==> src/rtl/m_imem_loader_pkg.sv <==
// Shared constants for the serial instruction-image loader.
package m_imem_loader_pkg;

  localparam int DEF_CLKS_PER_BIT = 434;
  localparam int IMEM_WORDS       = 4096;

  typedef enum logic [1:0] {
    S_HDR  = 2'd0,
    S_DATA = 2'd1,
    S_DONE = 2'd2,
    S_ERR  = 2'd3
  } load_state_t;

  // RX_WAIT parks the receiver after a bad stop bit until the line idles high again.
  typedef enum logic [2:0] {
    RX_IDLE,
    RX_START,
    RX_DATA,
    RX_STOP,
    RX_WAIT
  } rx_state_t;

endpackage

==> src/rtl/m_uart_rx.sv <==
// 8N1 UART receiver: synchronizer, mid-bit sampling, glitch rejection, framing check.
module m_uart_rx
  import m_imem_loader_pkg::*;
#(
  parameter int CLKS_PER_BIT = DEF_CLKS_PER_BIT
) (
  input  logic       w_clk,
  input  logic       w_rst,
  input  logic       w_rxd,
  output logic [7:0] r_byte,
  output logic       r_valid,
  output logic       r_ferr
);

  localparam int CNT_W = $clog2(CLKS_PER_BIT);
  localparam logic [CNT_W-1:0] CNT_HALF = CNT_W'(CLKS_PER_BIT / 2 - 1);
  localparam logic [CNT_W-1:0] CNT_FULL = CNT_W'(CLKS_PER_BIT - 1);

  rx_state_t        state;
  logic             rxd_meta;
  logic             rxd_sync;
  logic [CNT_W-1:0] cnt;
  logic [2:0]       bit_idx;

  always_ff @(posedge w_clk) begin
    if (w_rst) begin
      rxd_meta <= 1'b1;
      rxd_sync <= 1'b1;
      state    <= RX_IDLE;
      cnt      <= '0;
      bit_idx  <= '0;
      r_byte   <= '0;
      r_valid  <= 1'b0;
      r_ferr   <= 1'b0;
    end else begin
      rxd_meta <= w_rxd;
      rxd_sync <= rxd_meta;
      r_valid  <= 1'b0;
      r_ferr   <= 1'b0;
      case (state)
        RX_IDLE: begin
          cnt <= '0;
          if (!rxd_sync) state <= RX_START;
        end
        RX_START: begin
          if (cnt == CNT_HALF) begin
            cnt     <= '0;
            bit_idx <= '0;
            state   <= rxd_sync ? RX_IDLE : RX_DATA;
          end else begin
            cnt <= cnt + CNT_W'(1);
          end
        end
        RX_DATA: begin
          if (cnt == CNT_FULL) begin
            cnt    <= '0;
            r_byte <= {rxd_sync, r_byte[7:1]};
            if (bit_idx == 3'd7) state <= RX_STOP;
            bit_idx <= bit_idx + 3'd1;
          end else begin
            cnt <= cnt + CNT_W'(1);
          end
        end
        RX_STOP: begin
          if (cnt == CNT_FULL) begin
            cnt <= '0;
            if (rxd_sync) begin
              r_valid <= 1'b1;
              state   <= RX_IDLE;
            end else begin
              r_ferr <= 1'b1;
              state  <= RX_WAIT;
            end
          end else begin
            cnt <= cnt + CNT_W'(1);
          end
        end
        default: begin
          if (rxd_sync) state <= RX_IDLE;
        end
      endcase
    end
  end

endmodule

==> src/rtl/m_imem_loader.sv <==
// Loads a length-prefixed big-endian word image from UART into imem, holding the core in reset.
module m_imem_loader
  import m_imem_loader_pkg::*;
#(
  parameter int CLKS_PER_BIT = DEF_CLKS_PER_BIT,
  parameter int ADDR_W       = $clog2(IMEM_WORDS)
) (
  input  logic              w_clk,
  input  logic              w_rst,
  input  logic              w_rxd,
  output logic              r_we,
  output logic [ADDR_W-1:0] r_addr,
  output logic [31:0]       r_wdata,
  output logic              r_proc_rst,
  output logic              r_done,
  output logic              r_err
);

  localparam logic [32:0]     MAX_WORDS = 33'd1 << ADDR_W;
  localparam logic [ADDR_W:0] REM_ONE   = (ADDR_W + 1)'(1);

  load_state_t     state;
  logic [7:0]      rx_byte;
  logic            rx_valid;
  logic            rx_ferr;
  logic [1:0]      byte_cnt;
  logic [23:0]     shift;
  logic [ADDR_W:0] remaining;
  logic [31:0]     word;

  m_uart_rx #(.CLKS_PER_BIT(CLKS_PER_BIT)) u_rx (
    .w_clk   (w_clk),
    .w_rst   (w_rst),
    .w_rxd   (w_rxd),
    .r_byte  (rx_byte),
    .r_valid (rx_valid),
    .r_ferr  (rx_ferr)
  );

  assign word = {shift, rx_byte};

  always_ff @(posedge w_clk) begin
    if (w_rst) begin
      state      <= S_HDR;
      byte_cnt   <= '0;
      shift      <= '0;
      remaining  <= '0;
      r_we       <= 1'b0;
      r_addr     <= '0;
      r_wdata    <= '0;
      r_proc_rst <= 1'b1;
      r_done     <= 1'b0;
      r_err      <= 1'b0;
    end else begin
      r_we <= 1'b0;
      if (rx_ferr) r_err <= 1'b1;
      if (rx_valid && (state == S_HDR || state == S_DATA)) begin
        byte_cnt <= byte_cnt + 2'd1;
        shift    <= word[23:0];
      end
      case (state)
        S_HDR: begin
          if (rx_ferr) begin
            state <= S_ERR;
          end else if (rx_valid && byte_cnt == 2'd3) begin
            if (word == '0) begin
              state      <= S_DONE;
              r_done     <= 1'b1;
              r_proc_rst <= 1'b0;
            end else if ({1'b0, word} > MAX_WORDS) begin
              r_err <= 1'b1;
              state <= S_ERR;
            end else begin
              remaining <= word[ADDR_W:0];
              r_addr    <= '0;
              state     <= S_DATA;
            end
          end
        end
        S_DATA: begin
          if (rx_ferr) begin
            state <= S_ERR;
          end else begin
            if (rx_valid && byte_cnt == 2'd3) begin
              r_we    <= 1'b1;
              r_wdata <= word;
            end
            // The address stops on the last slot so a full-size image cannot wrap it.
            if (r_we) begin
              remaining <= remaining - REM_ONE;
              if (remaining == REM_ONE) begin
                state      <= S_DONE;
                r_done     <= 1'b1;
                r_proc_rst <= 1'b0;
              end else begin
                r_addr <= r_addr + ADDR_W'(1);
              end
            end
          end
        end
        S_DONE, S_ERR: begin
        end
      endcase
    end
  end

endmodule
==> config.mk <==
export PLATFORM = sky130hd
export DESIGN_NAME = m_imem_loader
export DESIGN_NICKNAME = d
export VERILOG_FILES = /design/src/rtl/m_imem_loader_pkg.sv /design/src/rtl/m_uart_rx.sv /design/src/rtl/m_imem_loader.sv
export SDC_FILE = /design/constraint.sdc
export NUM_CORES = 1
export LEC_CHECK = 0
export BUFFER_PORTS_ARGS = -buffer_cell sky130_fd_sc_hd__buf_2
export CAP_MARGIN = 20
export CORE_ASPECT_RATIO = 0.5
export CORE_UTILIZATION = 35
export CTS_CLUSTER_SIZE = 12
export DETAILED_ROUTE_END_ITERATION = 8
export PLACE_DENSITY = 0.62
export SLEW_MARGIN = 20
export SYNTH_ARGS = -nofsm -noshare
export SYNTH_HDL_FRONTEND = slang
export SYNTH_HIERARCHICAL = 1
export SYNTH_SLANG_ARGS = --single-unit
export TNS_END_PERCENT = 50
==> constraint.sdc <==
create_clock -name w_clk -period 4.5 [get_ports w_clk]
set_input_delay 0 -clock w_clk [delete_from_list [all_inputs] [get_ports w_clk]]
set_output_delay 0 -clock w_clk [all_outputs]
set_load 0.005 [all_outputs]
# [After elaboration in Yosys (flattened, before gate mapping)]
# Index checks and enable logic that the tools add are counted.
[word_totals] input_bits=3 output_inout_bits=48 wordCells=136 reg_bits=116
[classes] add_sub_neg=5 muxes=61 n_bitwise=4 n_eq_ne=26 reduce_logical=21 order_cmp=1
[ops] cell="$mux 12" n=7
[ops] cell="$mux 13" n=6
[ops] cell="$gt 32x13->1 const B" n=1
[ops] cell="$logic_not 32->1" n=1
[ops] cell="$mux 3" n=9
[ops] cell="$pmux 9 s3" n=1
[ops] cell="$pmux 13 s2" n=1
[ops] cell="$pmux 12 s2" n=1
[ops] cell="$mux 1" n=21
[ops] cell="$mux 9" n=2
[ops] cell="$mux 2" n=8
[ops] cell="$ne 2x1->1 const B" n=7
[ops] cell="$ne 2x2->1 const B" n=7
[ops] cell="$reduce_and 7->1" n=2
[ops] cell="$eq 13x1->1 const B" n=1
[ops] cell="$sub 13x1->13 const B" n=1
[ops] cell="$add 12x1->12 const B" n=1
[ops] cell="$pmux 3 s4" n=1
[ops] cell="$add 9x1->9 const B" n=1
[ops] cell="$eq 9x8->1 const B" n=1
[ops] cell="$eq 9x9->1 const B" n=1
[ops] cell="$reduce_and 8->1" n=1
[ops] cell="$eq 3x2->1 const B" n=2
[ops] cell="$ne 3x1->1 const B" n=2
[ops] cell="other kinds (24)" n=32

# [Longest topological paths before layout]
[logic_depth] ltp_word=6 depth_mapped=8 depth_no_buf=7

# [By module]
# Netlist, hierarchy kept.
[by_module_without_submodules] module="m_imem_loader" n_inst=1 seq_area_each_um2=1781.7 area_each_um2=3951.3 cells_each=504
[by_module_without_submodules] module="m_uart_rx" n_inst=1 seq_area_each_um2=540.5 area_each_um2=1292.5 cells_each=149

# [Worst setup path after synthesis]
# Ideal clock, no wire load.
[synth_path] path_type="reg-to-reg" from="register u_rx.r_byte[5]" to="register r_addr[6]" setup_ns=0.070 t_arrival_ns=2.364 required_ns=4.430 path_stages_with_launch=7 setup_slack_ns=2.065 period_less_slack_ns=2.435 n_path_buf=1 path_cell_list="dfxtp_1 > or4_4 > o31a_1 > o41a_4 > buf_6 > or4_1 > a21oi_1"
[synth_between] elab_chain_len=3 word_cells_on_any_way=5 classes_between="order compare (1); eq/ne (2); reduce/logical (2)"
[synth_rtl] item="from (decl)" line_no="m_uart_rx.sv:10" text="output logic [7:0] r_byte,"
[synth_rtl] item="from (signal assigned)" line_no="m_uart_rx.sv:57" text="r_byte <= {rxd_sync, r_byte[7:1]};"
[synth_rtl] item="$gt 32x13->1 / $logic_not 32->1 (equally long branches)" line_no="m_imem_loader.sv:70, m_imem_loader.sv:66"
[synth_rtl] item="$ne 2x2->1 (no line)"
[synth_rtl] item="$reduce_and 8->1 (no line) *"
[synth_rtl] item="to (signal assigned)" line_no="m_imem_loader.sv:96" text="r_addr <= r_addr + ADDR_W'(1);"
[synth_rtl] item="to (decl)" line_no="m_imem_loader.sv:12" text="output logic [ADDR_W-1:0] r_addr,"
# Every way passes the cells marked *; elsewhere a longest branch is shown, timed or not.
# A chain may end at the register's enable or synchronous reset.

# [Worst setup path after layout]
[layout_path] from="register u_rx.r_byte[5]" to="register remaining[8]"
[layout_between] elab_chain_len=3 word_cells_on_any_way=5 classes_between="order compare (1); eq/ne (2); reduce/logical (2)"
[layout_rtl] item="$gt 32x13->1 / $logic_not 32->1 (equally long branches)" line_no="m_imem_loader.sv:70, m_imem_loader.sv:66"
[layout_rtl] item="$ne 2x2->1 (no line)"
[layout_rtl] item="$reduce_and 7->1 (no line) *"
[layout_rtl] item="to (signal assigned)" line_no="m_imem_loader.sv:74" text="remaining <= word[ADDR_W:0];"
[layout_rtl] item="to (signal assigned)" line_no="m_imem_loader.sv:90" text="remaining <= remaining - REM_ONE;"
[layout_rtl] item="to (decl)" line_no="m_imem_loader.sv:28" text="logic [ADDR_W:0] remaining;"
# Marked as above.

==> out/results.txt <==
outcome: finished, final reports clean
Core ar.: 14550 um^2
first-pass GRT wire length: 21.42 mm
Hold Path Class: in -> reg
# rows: 31
Fin. Hold Viols: 0
RR Endpoint: remaining[8]
Iteration-0 DRC Markers: 383
pre-CTS setup slack: 1722 ps
Clock Skews: 16.31 ps
vias per cell: 5.424
Synth Net Count: 665
drt wl/cell: 14.65 um
cell count after synthesis: 653
Post-CTS Setup Bufs: 0
Worst-Skew Late Latency: 410 ps
mapped cell area: 5244 um^2
TritonCTS Buffers: 17
Slew Limit Fails: 0
yosys warns: 6
Worst VDD drop: 0.2188 mV
DIE AREA: 15510 um^2
Crit path required time: 4810 ps
crit-path max FO: 9
antenna viol nets, final: 0
htree depth: 4
clock-pin slew on the worst setup and hold paths: 60 ps
Critical-path top delay cell: o41ai_2
root buf cell: clkbuf_16
# placed instances: 858
Post-Layout Cell Count: 892
GRT Residual Overflow: 0
nets@finish: 693
Tightest Pin Transition: 1022 ps
antenna violations before repair: 0
CP Buf/Inv Count: 0
clk buf depth: 2
Post-synth top flop: dfxtp_1
Clock Sinks: 116
power density cells: 401.8 nW/um^2
DP Area: 5585 um^2
post-synthesis cell type count: 57
Worst Setup SP: u_rx/r_byte[5]
largest net degree at the start of global routing: 70
vias in the first global route: 4196
async set or reset register ratio after synthesis: 0%
RSZ-0062 raised after global routing: no
Routed WL: 13.07 mm
CTS tree: built
cell accounting for the most synthesized area: dfxtp_1
largest cells by area after synthesis: dfxtp_1, nand2_1, a21oi_1, clkbuf_1, o31ai_1
Layout area overhead: 18.42%
Startpoint Class: flop
Port Buf Inserts: 50
detailed-router iteration count before antenna repair: 5
Overall Power: 2.495 mW
CTS resizes: 0
CP endpoint: remaining[8]
top-area cell type share of the netlist area: 44.29%
minimum clock period: 2811 ps
gpl congestion: 0.8442
reg2reg start: u_rx/r_byte[5]
Worst R2R Path Depth: 5
initial core utilization: 36.05%
fin crit share: 62.47%
diode count: 0
crit end category: flop
crit path kind: reg -> reg
sequential area share after synthesis: 44.29%
fraction of final layout cells with drive strength greater than 1: 14.99%
WHS: 310.1 ps
Post-synth EDFFs: 0
Final WS setup: 1689 ps
CP Cell Sequence: or4_4 -> o31a_1 -> o41ai_2 -> nand2_1 -> o31ai_1
die extent in x: 175.1 um
Fmax: 355.7 MHz
total track usage: 17.46%
DRC viols: 0
Levels on crit path: 5
#FFs+latches synth: 116
P_leak: 2.235 nW
via count: 4838
number of setup violations in the final report: 0
count leader, synth: nand2_1
WP data arrival: 3120 ps
Die Y: 88.55 um
post-route setup TNS: 0 ps
IO Count: 51
Commonest cells post-synth: nand2_1, dfxtp_1, a21oi_1
Avg Cell Area, Syn: 8.030 um^2
Post-DP HPWL: 8.718 mm
R2R setup slack: 1690 ps
Finished Cell Area: 6210 um^2
Max-Slew Margin vs Limit: 31.85%
CP delay by family, top: compound AO/OA/AOI/OAI gates
max-cap violations: 0
slowest stage delay, CP: 710 ps
Layout Utilization: 42.69%
[per-layer routing]
layer	global-route usage [%]	up-vias	wire length, um
met5	0	-	0
met4	6.561	0	183
met2	26.55	121	5827
li1	-	2411	-
met3	4.682	20	682
met1	23.83	2286	6379
[repair_timing]
item	4_1_cts	5_1_grt
hold buffers	2	0
setup endpoints to repair	0	0
endpoints found under the hold margin	5	0
[placed cells by master, fill, tap and decap left out, types with 8 or more instances in the layout]
cell type / instances
or4_1: 17
mux2i_1: 8
clkbuf_16: 17
ha_1: 9
buf_2: 49
o31ai_1: 18
nand3_1: 18
nor3_1: 13
inv_1: 15
dfxtp_1: 116
nor4_1: 13
o21ai_0: 16
nand2_1: 144
a21oi_1: 100
nor2_1: 23
[report_power, final]
part	leakage [nW]	switching, mW	internal [mW]
clock	0.279	0.508	0.850
sequential	0.935	0.0155	1.04
combinational	1.02	0.0536	0.0311
total	2.24	0.577	1.92
[worst min path at each step]
stage | start | slack (ps) | depth (start not counted) | end
floorplan | w_rxd | 100 | 1 | u_rx/rxd_meta
global placement | w_rxd | 190 | 2 | u_rx/rxd_meta
detailed placement | w_rxd | 200 | 2 | u_rx/rxd_meta
CTS | w_rxd | 300 | 3 | u_rx/rxd_meta
global route | w_rxd | 320 | 3 | u_rx/rxd_meta
finish | w_rxd | 310 | 3 | u_rx/rxd_meta
[kinds of logic (layout without fill, tap and decap cells)]
group / count (synthesis) / count (layout) / share of synthesized area (%)
AO/OA/AOI/OAI: 183 / 183 / 21.52
adder cells (fa/ha/maj): 9 / 9 / 2.147
AND/OR/NAND/NOR: 274 / 274 / 25.51
buffers and inverters: 61 / 102 / 4.629
multiplexers: 9 / 9 / 1.742
XOR/XNOR: 1 / 1 / 0.1671
flip-flops: 116 / 116 / 44.29
[registers in the layout (all words and copies together), names as in the netlist]
name           count
r_wdata           32
shift             24
remaining         13
r_addr            12
u_rx/cnt           9
u_rx/r_byte        8
u_rx/bit_idx       3
u_rx/state         3
byte_cnt           2
state              2
r_done             1
r_err              1
r_proc_rst         1
r_we               1
u_rx/r_ferr        1
u_rx/r_valid       1
u_rx/rxd_meta      1
u_rx/rxd_sync      1
[tightest hold or removal path: stages]
cell	delay, ps
dlygate4sd3_1	510
buf_2	90
or2_2	80
[area by class of cell]
cell class,count,area (um^2)
fill,1475,8335
multi-input combinational,476,2689
sequential,116,2322
clock buffer,19,452.9
timing repair buffer,55,295.3
tap,198,247.7
clock inverter,13,146.4
inverter,15,56.30
Power figures use the tool's default switching activity.
